`config.mk`:
```
export PLATFORM = sky130hd
export DESIGN_NAME = div_unit_flat
export DESIGN_NICKNAME = d
export VERILOG_FILES = /design/src/rtl/div_unit_if.sv /design/src/rtl/div_unit.sv /design/src/flat_wrapper.sv
export SDC_FILE = /design/constraint.sdc
export NUM_CORES = 1
export LEC_CHECK = 0
export ABC_AREA = 1
export BUFFER_PORTS_ARGS = -buffer_cell sky130_fd_sc_hd__buf_2
export CELL_PAD_IN_SITES_DETAIL_PLACEMENT = 0
export CELL_PAD_IN_SITES_GLOBAL_PLACEMENT = 2
export CORE_ASPECT_RATIO = 1.4
export CORE_UTILIZATION = 36
export CTS_CLUSTER_DIAMETER = 120
export DETAILED_ROUTE_END_ITERATION = 10
export GPL_ROUTABILITY_DRIVEN = 0
export PLACE_DENSITY = 0.95
export SLEW_MARGIN = 25
export SYNTH_ARGS = -nofsm -noshare
export SYNTH_HDL_FRONTEND = slang
export SYNTH_SLANG_ARGS = --single-unit
```
`constraint.sdc`:
```
create_clock -name clock -period 4.9 [get_ports clock]
set_input_delay 0.98 -clock clock [delete_from_list [all_inputs] [get_ports clock]]
set_output_delay 0.98 -clock clock [all_outputs]
set_load 0.005 [all_outputs]
```
`src/rtl/div_unit_if.sv`:
```
// Command/result bundle for the DIV/IDIV unit.
// Handshake: start is looked at only while the unit is idle (busy = 0 and
// done = 0); the operands are captured on that same edge and never read again.
// busy is high from the capturing edge until done rises; done is a single-cycle
// pulse, and quotient, remainder and div_err are meaningful while it is high.
// The next start can be taken on the edge after the done cycle.
interface div_unit_if;
  logic        start;
  logic        isize;
  logic        signed_op;
  logic [31:0] dividend;
  logic [15:0] divisor;
  logic        busy;
  logic        done;
  logic [15:0] quotient;
  logic [15:0] remainder;
  logic        div_err;
  logic [1:0]  state_dbg;

  modport master (
    output start, isize, signed_op, dividend, divisor,
    input  busy, done, quotient, remainder, div_err, state_dbg
  );

  modport slave (
    input  start, isize, signed_op, dividend, divisor,
    output busy, done, quotient, remainder, div_err, state_dbg
  );
endinterface

```
`src/rtl/div_unit.sv`:
```
// Sequential 8086 DIV/IDIV unit: restoring division on magnitudes, one
// quotient bit per clock, followed by a sign fix-up and range check.
module div_unit (
  input  logic        clock,
  input  logic        reset_n,
  div_unit_if.slave   dif
);

  typedef enum logic [1:0] {
    S_IDLE = 2'd0,
    S_LOOP = 2'd1,
    S_FIX  = 2'd2,
    S_DONE = 2'd3
  } state_t;

  state_t      state, state_nxt;

  logic        size_q;      // 0 = byte, 1 = word
  logic        sgn_op_q;
  logic        dvd_sgn_q;
  logic        dvs_sgn_q;
  logic        err_q;
  logic [16:0] r_q;         // partial remainder, N+1 bits used
  logic [15:0] lo_q;        // remaining dividend bits, MSB-aligned
  logic [15:0] dvs_q;       // divisor magnitude
  logic [15:0] q_acc;       // quotient bits shifted in from the right
  logic [4:0]  cnt_q;
  logic [15:0] quo_q;
  logic [15:0] rem_q;

  // Start-time decode of signs and magnitudes
  logic        st_dvd_sgn, st_dvs_sgn;
  logic [15:0] dvd16, dvs8_mag;
  logic [7:0]  dvs8;
  logic [31:0] dvd_mag;
  logic [15:0] dvs_mag, hi_mag, lo_init;
  logic        st_div0, st_ovf;

  // Loop and fix-up datapath
  logic [16:0] r_sh, r_sub;
  logic        fits;
  logic [15:0] q_mag, r_mag, q_res, r_res;
  logic        range_err;

  // Operand magnitudes and start-time error detection
  always_comb begin
    st_dvd_sgn = dif.signed_op & (dif.isize ? dif.dividend[31] : dif.dividend[15]);
    st_dvs_sgn = dif.signed_op & (dif.isize ? dif.divisor[15] : dif.divisor[7]);
    dvd16      = dif.dividend[15:0];
    dvs8       = dif.divisor[7:0];
    dvs8_mag   = {8'h00, (st_dvs_sgn ? -dvs8 : dvs8)};
    if (dif.isize) begin
      dvd_mag = st_dvd_sgn ? -dif.dividend : dif.dividend;
      dvs_mag = st_dvs_sgn ? -dif.divisor : dif.divisor;
      hi_mag  = dvd_mag[31:16];
      lo_init = dvd_mag[15:0];
    end else begin
      dvd_mag = {16'h0000, (st_dvd_sgn ? -dvd16 : dvd16)};
      dvs_mag = dvs8_mag;
      hi_mag  = {8'h00, dvd_mag[15:8]};
      lo_init = {dvd_mag[7:0], 8'h00};
    end
    st_div0 = (dvs_mag == 16'h0000);
    // A high half not below the divisor means the quotient needs more than N bits.
    st_ovf  = (hi_mag >= dvs_mag);
  end

  // One restoring step plus the sign fix-up and signed range check
  always_comb begin
    r_sh  = {r_q[15:0], lo_q[15]};
    fits  = (r_sh >= {1'b0, dvs_q});
    r_sub = r_sh - {1'b0, dvs_q};
    q_mag = size_q ? q_acc : {8'h00, q_acc[7:0]};
    r_mag = r_q[15:0];
    q_res = (dvd_sgn_q ^ dvs_sgn_q) ? -q_mag : q_mag;
    r_res = dvd_sgn_q ? -r_mag : r_mag;
    if (!size_q) begin
      q_res[15:8] = 8'h00;
      r_res[15:8] = 8'h00;
    end
    // Magnitude 0x80 / 0x8000 is rejected even for a negative quotient.
    range_err = sgn_op_q & (size_q ? (q_mag > 16'h7FFF) : (q_mag > 16'h007F));
  end

  // State register
  always_ff @(posedge clock or negedge reset_n) begin
    if (!reset_n) state <= S_IDLE;
    else          state <= state_nxt;
  end

  // Next-state logic
  always_comb begin
    state_nxt = state;
    case (state)
      S_IDLE: if (dif.start) begin
        // Signed overflow still runs the loop so its timing matches IDIV.
        if (st_div0 || (st_ovf && !dif.signed_op)) state_nxt = S_FIX;
        else                                        state_nxt = S_LOOP;
      end
      S_LOOP: if (cnt_q == 5'd1) state_nxt = S_FIX;
      S_FIX:  state_nxt = S_DONE;
      S_DONE: state_nxt = S_IDLE;
      default: state_nxt = S_IDLE;
    endcase
  end

  // Datapath registers: operand capture, shift/subtract, result commit
  always_ff @(posedge clock or negedge reset_n) begin
    if (!reset_n) begin
      size_q    <= 1'b0;
      sgn_op_q  <= 1'b0;
      dvd_sgn_q <= 1'b0;
      dvs_sgn_q <= 1'b0;
      err_q     <= 1'b0;
      r_q       <= 17'd0;
      lo_q      <= 16'h0000;
      dvs_q     <= 16'h0000;
      q_acc     <= 16'h0000;
      cnt_q     <= 5'd0;
      quo_q     <= 16'h0000;
      rem_q     <= 16'h0000;
    end else begin
      case (state)
        S_IDLE: if (dif.start) begin
          size_q    <= dif.isize;
          sgn_op_q  <= dif.signed_op;
          dvd_sgn_q <= st_dvd_sgn;
          dvs_sgn_q <= st_dvs_sgn;
          err_q     <= st_div0 | st_ovf;
          r_q       <= {1'b0, hi_mag};
          lo_q      <= lo_init;
          dvs_q     <= dvs_mag;
          q_acc     <= 16'h0000;
          cnt_q     <= dif.isize ? 5'd16 : 5'd8;
        end
        S_LOOP: begin
          r_q   <= fits ? r_sub : r_sh;
          lo_q  <= {lo_q[14:0], 1'b0};
          q_acc <= {q_acc[14:0], fits};
          cnt_q <= cnt_q - 5'd1;
        end
        S_FIX: begin
          err_q <= err_q | range_err;
          if (!(err_q || range_err)) begin
            quo_q <= q_res;
            rem_q <= r_res;
          end
        end
        default: ;
      endcase
    end
  end

  assign dif.busy      = (state == S_LOOP) || (state == S_FIX);
  assign dif.done      = (state == S_DONE);
  assign dif.div_err   = (state == S_DONE) && err_q;
  assign dif.quotient  = quo_q;
  assign dif.remainder = rem_q;
  assign dif.state_dbg = state;

endmodule

```
`src/flat_wrapper.sv`:
```
// flat-port wrapper written by rule: the top's interface ports become plain ports
module div_unit_flat 
  (clock, reset_n, dif_start, dif_isize, dif_signed_op, dif_dividend, dif_divisor, dif_busy, dif_done, dif_quotient, dif_remainder, dif_div_err, dif_state_dbg);
  div_unit_if dif_i ();
  input  logic clock;
  input  logic reset_n;
  input wire logic [$bits(dif_i.start)-1:0] dif_start;
  input wire logic [$bits(dif_i.isize)-1:0] dif_isize;
  input wire logic [$bits(dif_i.signed_op)-1:0] dif_signed_op;
  input wire logic [$bits(dif_i.dividend)-1:0] dif_dividend;
  input wire logic [$bits(dif_i.divisor)-1:0] dif_divisor;
  output wire logic [$bits(dif_i.busy)-1:0] dif_busy;
  output wire logic [$bits(dif_i.done)-1:0] dif_done;
  output wire logic [$bits(dif_i.quotient)-1:0] dif_quotient;
  output wire logic [$bits(dif_i.remainder)-1:0] dif_remainder;
  output wire logic [$bits(dif_i.div_err)-1:0] dif_div_err;
  output wire logic [$bits(dif_i.state_dbg)-1:0] dif_state_dbg;
  assign dif_i.start = dif_start;
  assign dif_i.isize = dif_isize;
  assign dif_i.signed_op = dif_signed_op;
  assign dif_i.dividend = dif_dividend;
  assign dif_i.divisor = dif_divisor;
  assign dif_busy = dif_i.busy;
  assign dif_done = dif_i.done;
  assign dif_quotient = dif_i.quotient;
  assign dif_remainder = dif_i.remainder;
  assign dif_div_err = dif_i.div_err;
  assign dif_state_dbg = dif_i.state_dbg;
  div_unit u_core (.clock(clock), .reset_n(reset_n), .dif(dif_i));
endmodule
```
==> metrics.txt <==
Total GRT Usage 21.1%; P&R area growth vs syn 12.8%; Logic pwr share 58.0%; status completed; Post-Synthesis Cells 1,165; DP Worst Slack 0.482 ns; most used cell, CP nand2_1; Area contributors post-synth dfrtp_1, nand2_1, ha_1, inv_1, nand3_1; Synth Area in Compound Gates 15.7%; Hold Crit Class flip-flop to flip-flop; largest area contributor in the netlist dfrtp_1; vias in the first global route 7,658; most used routing layer met2; relative slew slack 38.6%; cell area power density 628 nW/um^2; NumNets Final 1,335; met2 Resource Use GR 37.4%; Initial Util 36.9%; crit path DAT 4.24 ns; IO buf count 89; Buf+Inv Stages, Crit Path 3; setup tns final 0 ns; met1 global-route usage 27.1%; Top Ports 90; maxcap violations 0; share of cells above drive strength 1 11.9%; Avg Vias per Cell 4.97; register bit total from synthesis 108; post-synthesis cell area 8090 um^2; post-route ant nets 0; Pint 2920 uW; grt ovf 0; Req. time, crit path 5.15 ns; Die Y 179 um; largest net degree at the start of global routing 50; Crit. End Element flip-flop; clock latency at the later pin of the worst-skew pair 0.36 ns; CTS H-tree depth 3; count of cells resized by post-cts repair 0; slew at the pin closest to its max-slew limit 0.921 ns; Max Transition Viols Final 0; clk sink count 108; row count 64; DRT Pass-1 Iters 5; Worst Skew 0.0146 ns; DRC violations left 0; M3 GR Usage 1.99%; initial antenna violation count 0; CP max-delay cell o21ai_2; post-DP HPWL 18,400 um; Critical Path Stages 19; Fin. Hold Viols 0; Seq/Total Area, Yosys 33.4%; RSZ-0062 raised after global routing false; Tmin final 3.99 ns; largest fanout on the critical path 32; vias 7,656; R2R depth 8; die extent in x 129 um; largest family of logic cells by synthesized area simple AND/OR/NAND/NOR gates; commonest cells after routing, fill and taps aside nand2_1, inv_1, nor2_1, dfrtp_1, nand3_1; Psw 2810 uW; Reg power frac 28.8%; Worst Hold Path Cells 2; post-synthesis mux area share 0%; P_leak 0.00459 uW; fmax 251 MHz; # hold bufs at CTS 0; die area 23,100 um^2; Ys Warns 0; top-area cell type share of the netlist area 33.4%; CTS clk-pin slew, worst paths 0.08 ns; core region area 21,900 um^2; DR WL/cell 15.1 um; Clock Power Share 13.2%; critical path's largest stage delay 0.52 ns; xor and xnor area share after synthesis 5.74%; Synth Area in Adders 6.74%; Final period util 81.4%; Final setup viols 0; Setup Crit Path Kind input port to flip-flop; # Post-CTS Setup Buffers 0; simple-gate portion of the synthesized area 29.7%; Net Count, Synth 1,261; Clock Path Buffers 2; Worst VDD drop 0.000306 V; crit path launch type input port; antenna cell count 0; setup ws final 0.911 ns; CP Cell Sequence buf_2 > inv_2 > o21ai_2 > inv_2 > nand2_1 > xor2_1 > nor2_1 > a31oi_1 > ha_1 > a21oi_1 > o21ai_0 > nand2_1 > o211ai_1 > nand2_1 > nand3_1 > nand2_1 > nand3_1 > nand2_1 > nand2_1; CP top delay family compound AO/OA/AOI/OAI gates; Routed WL 23,200 um; first-pass GRT wire length 38,700 um; Pwr Total 5730 uW; synth unique cells 49; Root Driver clkbuf_16; TritonCTS Buffers 9; CTS tree done; 1st-iter DRT viols 399; switching share of power 49.1%; Avg Cell Area, Syn 6.95 um^2; commonest non-fill, non-tap cell in the layout nand2_1
-- worst paths after layout --
check	to	slack, ns	startpoint
hold / removal	u_core.dif.remainder[11]	0.48	u_core.dif.remainder[11]
max in group asynchronous	u_core.dif.quotient[1]	3.39	reset_n
setup reg to reg	u_core.lo_q[10]	2.04	u_core.dif.state_dbg[1]
setup / recovery	u_core.dif.state_dbg[1]	0.91	dif_isize
min in group asynchronous	u_core.dif.remainder[11]	0.65	reset_n
hold reg to reg	u_core.dif.remainder[11]	0.48	u_core.dif.remainder[11]
-- synthesized netlist by cell type (all sizes together) --
library cell,n
nand2,295
inv,141
nor2,123
dfrtp,108
nand3,95
o21ai,94
a21oi,65
xor2,43
ha,42
clkbuf,25
o22ai,18
nor3,17
buf,11
nand4,11
or2,11
xnor2,10
o211ai,9
a31oi,8
a22o,4
and2,4
o21a,4
a32o,3
and3,3
nand3b,3
o21bai,3
a21o,2
a22oi,2
a32oi,2
nor4,2
a211oi,1
a21boi,1
fa,1
o2111ai,1
o221ai,1
o22a,1
o31ai,1
-- state kept, by name (all words and copies together) (netlist names) --
signal	flops
u_core.err_q	1
u_core.dvd_sgn_q	1
u_core.sgn_op_q	1
u_core.q_acc	16
u_core.lo_q	16
u_core.dif.remainder	16
u_core.size_q	1
u_core.dvs_sgn_q	1
u_core.dif.state_dbg	2
u_core.cnt_q	5
u_core.dif.quotient	16
u_core.r_q	16
u_core.dvs_q	16
-- stage by stage --
stage	cell area, um^2	util, %	instances	hold slack [ns]
after CTS	9130	41.6	1541	0.484
after global placement	8810	40.2	1525	0.458
final	9130	41.6	1541	0.478
after floorplan	8090	-	1165	0.453
after detailed placement	8810	40.2	1525	0.462
after global routing	9130	41.6	1541	0.502
-- per-layer routing --
metal / share of wire (%) / up-vias
met5: 0 / -
met4: 1.9 / 0
met3: 2.3 / 24
met2: 50 / 129
met1: 46 / 3528
li1: - / 3975
-- final cells by class --
class,instances,area [um^2]
repair buffers,99,523
multi-input cells,880,4690
inverters,141,529
well taps,297,372
flip-flops and latches,108,2700
clock inverters,7,86.3
clock buffers,9,225
fillers,2406,12800
-- cell families (layout without fill, tap and decap cells) --
group / count (synthesis) / in the layout
AOI/OAI and AO/OA: 220 / 220
adders and majority gates: 43 / 43
buffers and inverters: 177 / 256
xor gates and xnor gates: 53 / 53
and+or+nand+nor: 564 / 564
DFF: 108 / 108
-- worst min-delay path, stage by stage, from the launching register on --
cell	delay, ns
dfrtp_1	0.34
nand2_1	0.05
o21ai_0	0.05
-- power by group through the flow --
| stage | registers [uW] | clock network [uW] | logic (uW) |
|---|---|---|---|
| floorplan | 1560 | 0 | 2500 |
| global placement | 1660 | 0 | 3310 |
| detailed placement | 1670 | 0 | 3330 |
| CTS | 1650 | 773 | 3350 |
| global route | 1710 | 803 | 3820 |
| finish | 1650 | 756 | 3330 |
Power figures use the tool's default switching activity.
